**src/rtl/mem_arbiter_if.sv**
```systemverilog
// Requester, completion and memory-bus signals of the two-port memory arbiter.
// slave is the arbiter's view; master is the environment (datapath plus memory).
interface mem_arbiter_if #(
  parameter int XLEN = 32
);
  logic            i_ic_req;
  logic [XLEN-1:0] i_ic_addr;
  logic [XLEN-1:0] o_ic_data;
  logic            o_ic_ready;

  logic            i_dm_rd;
  logic            i_dm_wen;
  logic [XLEN-1:0] i_dm_addr;
  logic [XLEN-1:0] i_dm_wd;
  logic [3:0]      i_dm_byte_en;
  logic [XLEN-1:0] o_dm_rdata;
  logic            o_dm_ready;

  logic            o_mem_req;
  logic            o_mem_we;
  logic [XLEN-1:0] o_mem_addr;
  logic [XLEN-1:0] o_mem_wd;
  logic [3:0]      o_mem_be;
  logic [XLEN-1:0] i_mem_rdata;
  logic            i_mem_ack;

  modport slave (
    input  i_ic_req, i_ic_addr, i_dm_rd, i_dm_wen, i_dm_addr, i_dm_wd, i_dm_byte_en,
           i_mem_rdata, i_mem_ack,
    output o_ic_data, o_ic_ready, o_dm_rdata, o_dm_ready,
           o_mem_req, o_mem_we, o_mem_addr, o_mem_wd, o_mem_be
  );

  modport master (
    output i_ic_req, i_ic_addr, i_dm_rd, i_dm_wen, i_dm_addr, i_dm_wd, i_dm_byte_en,
           i_mem_rdata, i_mem_ack,
    input  o_ic_data, o_ic_ready, o_dm_rdata, o_dm_ready,
           o_mem_req, o_mem_we, o_mem_addr, o_mem_wd, o_mem_be
  );
endinterface

```
**src/rtl/mem_arbiter.sv**
```systemverilog
// Serialises I-fetch and data requests onto one single-port memory bus, one transaction at a time.
// Bus request one cycle after a requester asserts; ready pulses one cycle after i_mem_ack.
module mem_arbiter #(
  parameter int XLEN       = 32,
  parameter bit D_PRIORITY = 1'b1
) (
  input  logic          i_clk,
  input  logic          i_rst,
  mem_arbiter_if.slave  io_bus
);
  typedef enum logic [1:0] {
    S_IDLE   = 2'd0,
    S_WAIT_I = 2'd1,
    S_WAIT_D = 2'd2
  } state_t;

  localparam logic LP_DPRI = D_PRIORITY;

  state_t          r_state,      w_state_nxt;
  logic            r_last_d,     w_last_d_nxt;
  logic            r_mem_req,    w_mem_req_nxt;
  logic            r_mem_we,     w_mem_we_nxt;
  logic [XLEN-1:0] r_mem_addr,   w_mem_addr_nxt;
  logic [XLEN-1:0] r_mem_wd,     w_mem_wd_nxt;
  logic [3:0]      r_mem_be,     w_mem_be_nxt;
  logic [XLEN-1:0] r_ic_data,    w_ic_data_nxt;
  logic            r_ic_ready,   w_ic_ready_nxt;
  logic [XLEN-1:0] r_dm_rdata,   w_dm_rdata_nxt;
  logic            r_dm_ready,   w_dm_ready_nxt;

  logic w_ic_elig;
  logic w_dm_elig;
  logic w_pick_d;

  // A port whose ready is high this cycle is still showing last transaction's request.
  assign w_ic_elig = io_bus.i_ic_req & ~r_ic_ready;
  assign w_dm_elig = (io_bus.i_dm_rd | io_bus.i_dm_wen) & ~r_dm_ready;
  assign w_pick_d  = w_dm_elig & (~w_ic_elig | LP_DPRI | ~r_last_d);

  always_comb begin
    w_state_nxt    = r_state;
    w_last_d_nxt   = r_last_d;
    w_mem_req_nxt  = r_mem_req;
    w_mem_we_nxt   = r_mem_we;
    w_mem_addr_nxt = r_mem_addr;
    w_mem_wd_nxt   = r_mem_wd;
    w_mem_be_nxt   = r_mem_be;
    w_ic_data_nxt  = r_ic_data;
    w_ic_ready_nxt = 1'b0;
    w_dm_rdata_nxt = r_dm_rdata;
    w_dm_ready_nxt = 1'b0;
    case (r_state)
      S_IDLE: begin
        if (w_ic_elig || w_dm_elig) begin
          w_mem_req_nxt = 1'b1;
          w_last_d_nxt  = w_pick_d;
          if (w_pick_d) begin
            w_mem_we_nxt   = io_bus.i_dm_wen;
            w_mem_addr_nxt = io_bus.i_dm_addr;
            w_mem_wd_nxt   = io_bus.i_dm_wd;
            w_mem_be_nxt   = io_bus.i_dm_byte_en;
            w_state_nxt    = S_WAIT_D;
          end else begin
            w_mem_we_nxt   = 1'b0;
            w_mem_addr_nxt = io_bus.i_ic_addr;
            w_mem_wd_nxt   = '0;
            w_mem_be_nxt   = 4'hF;
            w_state_nxt    = S_WAIT_I;
          end
        end
      end
      S_WAIT_I: begin
        if (io_bus.i_mem_ack) begin
          w_mem_req_nxt  = 1'b0;
          w_ic_ready_nxt = 1'b1;
          w_ic_data_nxt  = io_bus.i_mem_rdata;
          w_state_nxt    = S_IDLE;
        end
      end
      S_WAIT_D: begin
        if (io_bus.i_mem_ack) begin
          w_mem_req_nxt  = 1'b0;
          w_dm_ready_nxt = 1'b1;
          if (!r_mem_we) w_dm_rdata_nxt = io_bus.i_mem_rdata;
          w_state_nxt    = S_IDLE;
        end
      end
      default: w_state_nxt = S_IDLE;
    endcase
  end

  always_ff @(posedge i_clk or negedge i_rst) begin
    if (!i_rst) begin
      r_state    <= S_IDLE;
      r_last_d   <= 1'b0;
      r_mem_req  <= 1'b0;
      r_mem_we   <= 1'b0;
      r_mem_addr <= '0;
      r_mem_wd   <= '0;
      r_mem_be   <= '0;
      r_ic_data  <= '0;
      r_ic_ready <= 1'b0;
      r_dm_rdata <= '0;
      r_dm_ready <= 1'b0;
    end else begin
      r_state    <= w_state_nxt;
      r_last_d   <= w_last_d_nxt;
      r_mem_req  <= w_mem_req_nxt;
      r_mem_we   <= w_mem_we_nxt;
      r_mem_addr <= w_mem_addr_nxt;
      r_mem_wd   <= w_mem_wd_nxt;
      r_mem_be   <= w_mem_be_nxt;
      r_ic_data  <= w_ic_data_nxt;
      r_ic_ready <= w_ic_ready_nxt;
      r_dm_rdata <= w_dm_rdata_nxt;
      r_dm_ready <= w_dm_ready_nxt;
    end
  end

  assign io_bus.o_mem_req  = r_mem_req;
  assign io_bus.o_mem_we   = r_mem_we;
  assign io_bus.o_mem_addr = r_mem_addr;
  assign io_bus.o_mem_wd   = r_mem_wd;
  assign io_bus.o_mem_be   = r_mem_be;
  assign io_bus.o_ic_data  = r_ic_data;
  assign io_bus.o_ic_ready = r_ic_ready;
  assign io_bus.o_dm_rdata = r_dm_rdata;
  assign io_bus.o_dm_ready = r_dm_ready;
endmodule

```
**src/flat_wrapper.sv**
```systemverilog
// flat-port wrapper written by rule: the top's interface ports become plain ports
module mem_arbiter_flat 
#(
  parameter int XLEN       = 32,
  parameter bit D_PRIORITY = 1'b1
)
  (i_clk, i_rst, io_bus_i_ic_req, io_bus_i_ic_addr, io_bus_i_dm_rd, io_bus_i_dm_wen, io_bus_i_dm_addr, io_bus_i_dm_wd, io_bus_i_dm_byte_en, io_bus_i_mem_rdata, io_bus_i_mem_ack, io_bus_o_ic_data, io_bus_o_ic_ready, io_bus_o_dm_rdata, io_bus_o_dm_ready, io_bus_o_mem_req, io_bus_o_mem_we, io_bus_o_mem_addr, io_bus_o_mem_wd, io_bus_o_mem_be);
  mem_arbiter_if #(.XLEN(XLEN)) io_bus_i ();
  input  logic i_clk;
  input  logic i_rst;
  input wire logic [$bits(io_bus_i.i_ic_req)-1:0] io_bus_i_ic_req;
  input wire logic [$bits(io_bus_i.i_ic_addr)-1:0] io_bus_i_ic_addr;
  input wire logic [$bits(io_bus_i.i_dm_rd)-1:0] io_bus_i_dm_rd;
  input wire logic [$bits(io_bus_i.i_dm_wen)-1:0] io_bus_i_dm_wen;
  input wire logic [$bits(io_bus_i.i_dm_addr)-1:0] io_bus_i_dm_addr;
  input wire logic [$bits(io_bus_i.i_dm_wd)-1:0] io_bus_i_dm_wd;
  input wire logic [$bits(io_bus_i.i_dm_byte_en)-1:0] io_bus_i_dm_byte_en;
  input wire logic [$bits(io_bus_i.i_mem_rdata)-1:0] io_bus_i_mem_rdata;
  input wire logic [$bits(io_bus_i.i_mem_ack)-1:0] io_bus_i_mem_ack;
  output wire logic [$bits(io_bus_i.o_ic_data)-1:0] io_bus_o_ic_data;
  output wire logic [$bits(io_bus_i.o_ic_ready)-1:0] io_bus_o_ic_ready;
  output wire logic [$bits(io_bus_i.o_dm_rdata)-1:0] io_bus_o_dm_rdata;
  output wire logic [$bits(io_bus_i.o_dm_ready)-1:0] io_bus_o_dm_ready;
  output wire logic [$bits(io_bus_i.o_mem_req)-1:0] io_bus_o_mem_req;
  output wire logic [$bits(io_bus_i.o_mem_we)-1:0] io_bus_o_mem_we;
  output wire logic [$bits(io_bus_i.o_mem_addr)-1:0] io_bus_o_mem_addr;
  output wire logic [$bits(io_bus_i.o_mem_wd)-1:0] io_bus_o_mem_wd;
  output wire logic [$bits(io_bus_i.o_mem_be)-1:0] io_bus_o_mem_be;
  assign io_bus_i.i_ic_req = io_bus_i_ic_req;
  assign io_bus_i.i_ic_addr = io_bus_i_ic_addr;
  assign io_bus_i.i_dm_rd = io_bus_i_dm_rd;
  assign io_bus_i.i_dm_wen = io_bus_i_dm_wen;
  assign io_bus_i.i_dm_addr = io_bus_i_dm_addr;
  assign io_bus_i.i_dm_wd = io_bus_i_dm_wd;
  assign io_bus_i.i_dm_byte_en = io_bus_i_dm_byte_en;
  assign io_bus_i.i_mem_rdata = io_bus_i_mem_rdata;
  assign io_bus_i.i_mem_ack = io_bus_i_mem_ack;
  assign io_bus_o_ic_data = io_bus_i.o_ic_data;
  assign io_bus_o_ic_ready = io_bus_i.o_ic_ready;
  assign io_bus_o_dm_rdata = io_bus_i.o_dm_rdata;
  assign io_bus_o_dm_ready = io_bus_i.o_dm_ready;
  assign io_bus_o_mem_req = io_bus_i.o_mem_req;
  assign io_bus_o_mem_we = io_bus_i.o_mem_we;
  assign io_bus_o_mem_addr = io_bus_i.o_mem_addr;
  assign io_bus_o_mem_wd = io_bus_i.o_mem_wd;
  assign io_bus_o_mem_be = io_bus_i.o_mem_be;
  mem_arbiter #(.XLEN(XLEN), .D_PRIORITY(D_PRIORITY)) u_core (.i_clk(i_clk), .i_rst(i_rst), .io_bus(io_bus_i));
endmodule
```
**config.mk**
```make
export PLATFORM = sky130hd
export DESIGN_NAME = mem_arbiter_flat
export DESIGN_NICKNAME = d
export VERILOG_FILES = /design/src/rtl/mem_arbiter_if.sv /design/src/rtl/mem_arbiter.sv /design/src/flat_wrapper.sv
export SDC_FILE = /design/constraint.sdc
export NUM_CORES = 1
export LEC_CHECK = 0
export ABC_AREA = 1
export CORE_AREA = 5 5 142 110
export DETAILED_ROUTE_END_ITERATION = 16
export DIE_AREA = 0 0 147 115
export GPL_ROUTABILITY_DRIVEN = 0
export PLACE_DENSITY = 0.8
export SKIP_LAST_GASP = 1
export SLEW_MARGIN = 20
export SYNTH_ARGS = -nofsm -noshare
export SYNTH_HDL_FRONTEND = slang
export SYNTH_SLANG_ARGS = --single-unit
```
**constraint.sdc**
```tcl
create_clock -name i_clk -period 2 [get_ports i_clk]
set_input_delay 0.3 -clock i_clk [delete_from_list [all_inputs] [get_ports i_clk]]
set_output_delay 0.3 -clock i_clk [all_outputs]
set_load 0.005 [all_outputs]
```
==> results by group, run 1 <==
Run status
  – Status: finished clean

Setup path
  – WP buf/inv: 1
  – Worst-path fanout max: 3
  – Worst Setup End Kind: output pin
  – Slowest CP cell: clkdlybuf4s50_1
  – Reg-to-Reg Start: u_core.r_state[0]$_DFFE_PN0P_
  – CP startpoint: u_core.io_bus.o_mem_we$_DFFE_PN0P_
  – Reg2reg path depth: 6
  – Delay-heaviest family, CP: buffers and inverters
  – Crit Path Class: reg2out
  – Critical Path RT: 1.70 ns
  – Worst setup SP type: flop
  – Arr. time, crit path: 1.33 ns
  – CP max stage delay: 0.55 ns
  – R2R Setup Slk: 0.43 ns
  – Reg-to-reg endpoint: u_core.io_bus.o_mem_addr[18]$_DFFE_PN0P_
  – Cell breakdown of the critical path: clkdlybuf4s50_1

Logic synthesis
  – Synth warnings: 0
  – Mapped cell area: 5650 um^2
  – Syn Nets: 809
  – Yosys cell types: 16
  – Top cell type's share of synthesized area: 61.2%
  – Post-Syn Instances: 668
  – Largest cells by area after synthesis: dfrtp_1, nand2_1, o21ai_0
  – Ys async rst share: 100%
  – Most common cell in the netlist: nand2_1
  – Seq/Total Area, Yosys: 61.2%
  – Post-synth top flop: dfrtp_1
  – Yosys top cell by area: dfrtp_1
  – Number of flops mapped to enable cells by yosys: 0
  – #FFs+latches synth: 138
  – Synth Area per Inst: 8.45 um^2
  – Synth cell count leaders: nand2_1, dfrtp_1, inv_1

CTS
  – H-tree levels: 4
  – Root Buffer: clkbuf_16
  – CTS resizes: 0
  – Hold buffers post-CTS: 1
  – Clock Path Buffers: 2
  – Clock sink total: 138
  – TritonCTS clock tree: built
  – Post-CTS Setup Bufs: 0
  – Clk Latency, worst-skew pair: 0.41 ns
  – Total CTS buffers: 17
  – Clock edge transition at the registers on the reported setup and hold paths: 0.06 ns

Floorplan
  – DIE WIDTH: 147 um
  – Io pins: 274
  – Core Footprint: 14100 um^2
  – Die ar.: 16900 um^2
  – Site row count: 38
  – Starting utilization of the core area: 40.0%
  – Die height: 115 um

GRT
  – Total track usage: 19.8%
  – Met3 Use GR: 8.90%
  – Grt peak-use layer: met2
  – First-pass GRT wire length: 26700 um
  – Initial antenna violation count: 0
  – Vias in the first global route: 5211
  – Largest net degree at the start of global routing: 67
  – GRT met2 Usage: 31.9%
  – Met1 Use GR: 24.3%
  – Remaining global-route overflow: 0

Detailed routing
  – Via count: 5160
  – Drt pass-1 iters: 4
  – Vias/cell: 4.56
  – Violation count after the first detailed-route iteration: 190
  – Post-Route WL: 16800 um
  – # DRC: 0
  – Final ANT Viol Nets: 0
  – Routed length per instance: 14.8 um

Layout
  – Register area: 3450 um^2
  – Area taken by multi-input logic gates: 1840 um^2
  – Fin area: 9150 um^2
  – Layout fillers: 1178
  – Ant. Diodes: 0
  – Nets: 1080
  – Layout area overhead: 62.1%
  – Proportion of layout cells with a drive suffix above 1: 5.46%

Power and ir drop
  – Worst VDD drop: 0.716 mV
  – Power Density: 1490 nW/um^2
  – Leakage: 0.00453 uW

Timing
  – Maximum clock frequency: 614 MHz
  – Final max-slew violation count: 0
  – Hold Vio Cnt, Final: 0
  – Tmin final: 1.63 ns
  – Period utilization: 81.4%
  – Worst slew pin tran: 0.618 ns
  – RSZ-0062 raised after global routing: false
  – Skew final: 0.0101 ns
  – Final setup violation count: 0
  – Fin worst setup slack: 0.372 ns
  – Rel. slew slack: 58.7%
  – Setup Total Neg Slack: 0 ns

Placement
  – DP Area: 8560 um^2
  – Port Buffers: 273
  – Setup Slack @ Placement: 0.0990 ns
  – Placed wire-length estimate: 12300 um

Flow run
  – Max-cap viol count: 0

Hold path
  – HP Class: in2async
## final cells by class
cell class / instances / area share, %
Sequential cell: 138 / 37.7
Timing Repair Buffer: 285 / 31.6
Multi-Input combinational cell: 453 / 20.1
Clock buffer: 19 / 4.95
Tap cell: 180 / 2.46
Inverter: 44 / 1.80
Clock inverter: 13 / 1.45
## state kept, by name, indices dropped and copies added, names as in the netlist
register                  flops
u_core.io_bus.o_dm_ready      1
u_core.io_bus.o_mem_req       1
u_core.io_bus.o_ic_ready      1
u_core.io_bus.o_dm_rdata     32
u_core.io_bus.o_mem_wd       32
u_core.r_state                2
u_core.io_bus.o_mem_be        4
u_core.io_bus.o_ic_data      32
u_core.io_bus.o_mem_we        1
u_core.io_bus.o_mem_addr     32
## per-layer routing
layer | wire [um] | vias up
met2 | 7500 | 200
li1 | - | 2576
met3 | 1750 | 19
met1 | 7270 | 2365
met4 | 258 | 0
met5 | 0 | -
## per-stage QoR
step	utilization, %	power [uW]	hold slack [ns]	std cells
2_1_floorplan	-	7070	0.00441	668
3_3_place_gp	60.6	10500	0.129	1099
3_5_place_dp	60.6	10700	0.125	1099
4_1_cts	64.8	13800	0.260	1132
5_1_grt	64.8	14600	0.258	1132
6_report	64.8	13600	0.273	1132
## how the worst max path moves through the flow
stage | endpoint | slack, ns | cells past startpoint
after floorplan | u_core.io_bus.o_dm_rdata[13]$_DFFE_PN0P_ | 0.63 | 8
after global placement | u_core.io_bus.o_mem_addr[25]$_DFFE_PN0P_ | 0.14 | 7
after detailed placement | u_core.io_bus.o_mem_addr[25]$_DFFE_PN0P_ | 0.1 | 7
after CTS | io_bus_o_mem_we | 0.32 | 1
after global routing | io_bus_o_mem_we | 0.29 | 1
final | io_bus_o_mem_we | 0.37 | 1
## power by group
part / leakage (uW) / switching (uW) / total, uW / internal (uW)
Clock: 0.000276 / 1260 / 3070 / 1810
Sequential: 0.00172 / 739 / 4830 / 4090
Combinational: 0.00254 / 2540 / 5740 / 3190
## layout by cell type, fill, tap and decap left out, drive strengths merged, types with 2 or more instances in the layout
| cell type | count |
|---|---|
| nand2 | 367 |
| clkdlybuf4s50 | 272 |
| dfrtp | 138 |
| o21ai | 67 |
| inv | 50 |
| clkbuf | 19 |
| nor2 | 12 |
| buf | 12 |
| clkinvlp | 4 |
| nand3 | 3 |
| ha | 3 |
| clkinv | 2 |
## cell families (layout without fill, tap and decap cells)
family | after synthesis | after routing | share of synthesized area (%)
AND/OR/NAND/NOR | 383 | 383 | 25.7
flip-flops | 138 | 138 | 61.2
buffers and inverters | 77 | 361 | 6.38
AO/OA/AOI/OAI | 67 | 67 | 6.14
adder cells (fa/ha/maj) | 3 | 3 | 0.665
Note: power is estimated with default switching activity, not from simulation.
==> run 2, diff against run 1 <==
- clock period: 2 -> 1.7 ns (I/O delays scaled with it)
==> run 2 against run 1 <==
Compared with the run above: die area is the same; total power up 19%; first-iteration DRC count up 45%; sequential power up 17%; clock power grew 18%; worst setup slack got worse by 0.25 ns; core utilization up 0.95 points; critical endpoint unchanged; highest routed layer unchanged.
==> results by group, run 2 (same netlist as run 1, synthesis figures left out) <==
Run status
  – Status: finished clean

Detailed routing
  – Routed length per instance: 14.8 um (-0.25%)
  – Post-Route WL: 16900 um (+0.89%)
  – # DRC: 0 (unchanged)
  – Via count: 5207 (+0.91%)
  – Final ANT Viol Nets: 0 (unchanged)
  – Drt pass-1 iters: 4 (unchanged)
  – Violation count after the first detailed-route iteration: 275 (+45%)
  – Vias/cell: 4.55 (-0.23%)

Layout
  – Area taken by multi-input logic gates: 1840 um^2 (unchanged)
  – Proportion of layout cells with a drive suffix above 1: 6.74% (+1.3 points)
  – Most frequent cells in the layout: nand2_1, clkdlybuf4s50_1, dfrtp_1
  – Layout fillers: 1175 (-0.25%)
  – Commonest non-fill, non-tap cell in the layout: nand2_1
  – Layout area overhead: 64.5%
  – Register area: 3450 um^2 (unchanged)
  – Nets: 1093 (+1.2%)
  – Ant. Diodes: 0 (unchanged)
  – Fin area: 9290 um^2 (+1.5%)
  – Final core utilization: 65.8% (+0.95 points)

Placement
  – Port Buffers: 273 (unchanged)
  – DP Area: 8690 um^2 (+1.6%)
  – Placed wire-length estimate: 12600 um (+1.8%)

Power and ir drop
  – Internal power: 10900 uW (+20%)
  – Clock power frac: 22.3% (-0.2 points)
  – Worst VDD drop: 0.817 mV (+14%)
  – Switching power total: 5370 uW (+18%)
  – Power Density: 1750 nW/um^2 (+18%)
  – Leakage: 0.00462 uW (+1.9%)
  – Combinational power share: 42.9% (+0.8 points)
  – Sw Share: 33.0% (-0.27 points)
  – Total power: 16300 uW (+19%)
  – Seq pwr share: 34.8% (-0.6 points)

Floorplan
  – Die height: 115 um (unchanged)
  – Site row count: 38 (unchanged)
  – DIE WIDTH: 147 um (unchanged)
  – Core Footprint: 14100 um^2 (unchanged)
  – Die ar.: 16900 um^2 (unchanged)
  – Starting utilization of the core area: 40.0% (unchanged)
  – Io pins: 274 (unchanged)

GRT
  – Vias in the first global route: 5221 (+0.19%)
  – Largest net degree at the start of global routing: 65 (-3.0%)
  – Initial antenna violation count: 0 (unchanged)
  – Total track usage: 19.8% (+0.022 points)
  – First-pass GRT wire length: 26800 um (+0.60%)
  – Remaining global-route overflow: 0 (unchanged)

CTS
  – Clock edge transition at the registers on the reported setup and hold paths: 0.07 ns (about the same)
  – CTS resizes: 0 (unchanged)
  – Clock sink total: 138 (unchanged)
  – Total CTS buffers: 17 (unchanged)
  – Root Buffer: clkbuf_16
  – Clk Latency, worst-skew pair: 0.40 ns (about the same)
  – Post-CTS Setup Bufs: 0 (unchanged)
  – TritonCTS clock tree: built
  – H-tree levels: 4 (unchanged)
  – Clock Path Buffers: 2 (unchanged)

Setup path
  – Crit Path Class: reg2out
  – Delay-heaviest family, CP: buffers and inverters
  – Worst-path fanout max: 3 (unchanged)
  – Worst setup SP type: flop
  – Worst Setup End Kind: output pin
  – Slowest CP cell: clkdlybuf4s50_1
  – Arr. time, crit path: 1.33 ns (about the same)
  – WP buf/inv: 1 (unchanged)
  – CP max stage delay: 0.56 ns (about the same)
  – Critical Path RT: 1.44 ns (-0.26 ns)
  – Cell breakdown of the critical path: clkdlybuf4s50_1

Hold path
  – HP Class: in2async

Timing
  – Tmin final: 1.58 ns
  – Hold WS: 0.366 ns (+0.0929 ns)
  – Final max-slew violation count: 0 (unchanged)
  – Hold Vio Cnt, Final: 0 (unchanged)
  – Maximum clock frequency: 632 MHz
  – RSZ-0062 raised after global routing: false
  – Final setup violation count: 0 (unchanged)
  – Rel. slew slack: 69.3% (+11 points)
  – Period utilization: 93.0%
  – Worst slew pin tran: 0.460 ns (-0.158 ns)
  – Skew final: 0.00938 ns (-0.000744 ns)

Flow run
  – Max-cap viol count: 0 (unchanged)
==> run 2: timing repair <==
action	4_1_cts	5_1_grt
hold buffers	1	0
endpoints found under the hold margin	41	0
endpoints found under the setup margin	0	0
==> run 2: power groups by stage <==
stage / registers, uW / logic (uW) / clock network (uW)
after global placement: 5660 / 6910 / 0
after global routing: 5850 / 7720 / 3850
after CTS: 5670 / 7100 / 3710
after detailed placement: 5680 / 7070 / 0
final: 5660 / 6980 / 3630
after floorplan: 5750 / 2570 / 0
==> run 2: path summary, 6_finish.rpt <==
path | depth (start not counted) | slack [ns] | end | from
hold reg to reg | 2 | 0.48 | u_core.io_bus.o_mem_addr[15]$_DFFE_PN0P_ | u_core.io_bus.o_mem_addr[15]$_DFFE_PN0P_
setup / recovery | 1 | 0.12 | io_bus_o_mem_we | u_core.io_bus.o_mem_we$_DFFE_PN0P_
min in group i_clk | 3 | 0.39 | u_core.io_bus.o_mem_wd[21]$_DFFE_PN0P_ | io_bus_i_dm_wd[21]
max in group asynchronous | 3 | 0.75 | u_core.io_bus.o_ic_data[28]$_DFFE_PN0P_ | i_rst
hold / removal | 2 | 0.37 | u_core.io_bus.o_mem_wd[22]$_DFFE_PN0P_ | i_rst
setup reg to reg | 7 | 0.19 | u_core.io_bus.o_dm_rdata[27]$_DFFE_PN0P_ | u_core.r_state[0]$_DFFE_PN0P_
==> run 2: layout make-up <==
type	count	area share, %
multi-input combinational	453	19.8
inverter	44	1.78
clock buffer	19	4.88
clock inverter	13	1.41
timing repair buffer	298	32.6
sequential	138	37.2
tap	180	2.42
==> run 2: worst register-to-register path, delay by kind of cell (launching register included) <==
family                     cells  cell delay (ns)
adders and majority gates      1             0.14
buffers and inverters          2             0.28
and+or+nand+nor                3             0.50
DFF                            1             0.40
AOI/OAI and AO/OA              1             0.07
==> run 2: per-stage QoR <==
step | instances | TNS, ns | setup WS, ns
global route | 1145 | 0 | 0.0605
finish | 1145 | 0 | 0.118
floorplan | 668 | 0 | 0.329
CTS | 1145 | 0 | 0.0742
detailed placement | 1112 | -0.210 | -0.0263
global placement | 1112 | 0 | 0.00638
==> run 2: per-layer routing <==
metal | share of wire, % | track usage, %
met5 | 0 | 0
met4 | 1.3 | 5.09
met3 | 10 | 8.08
met2 | 46 | 32.2
met1 | 43 | 24.9
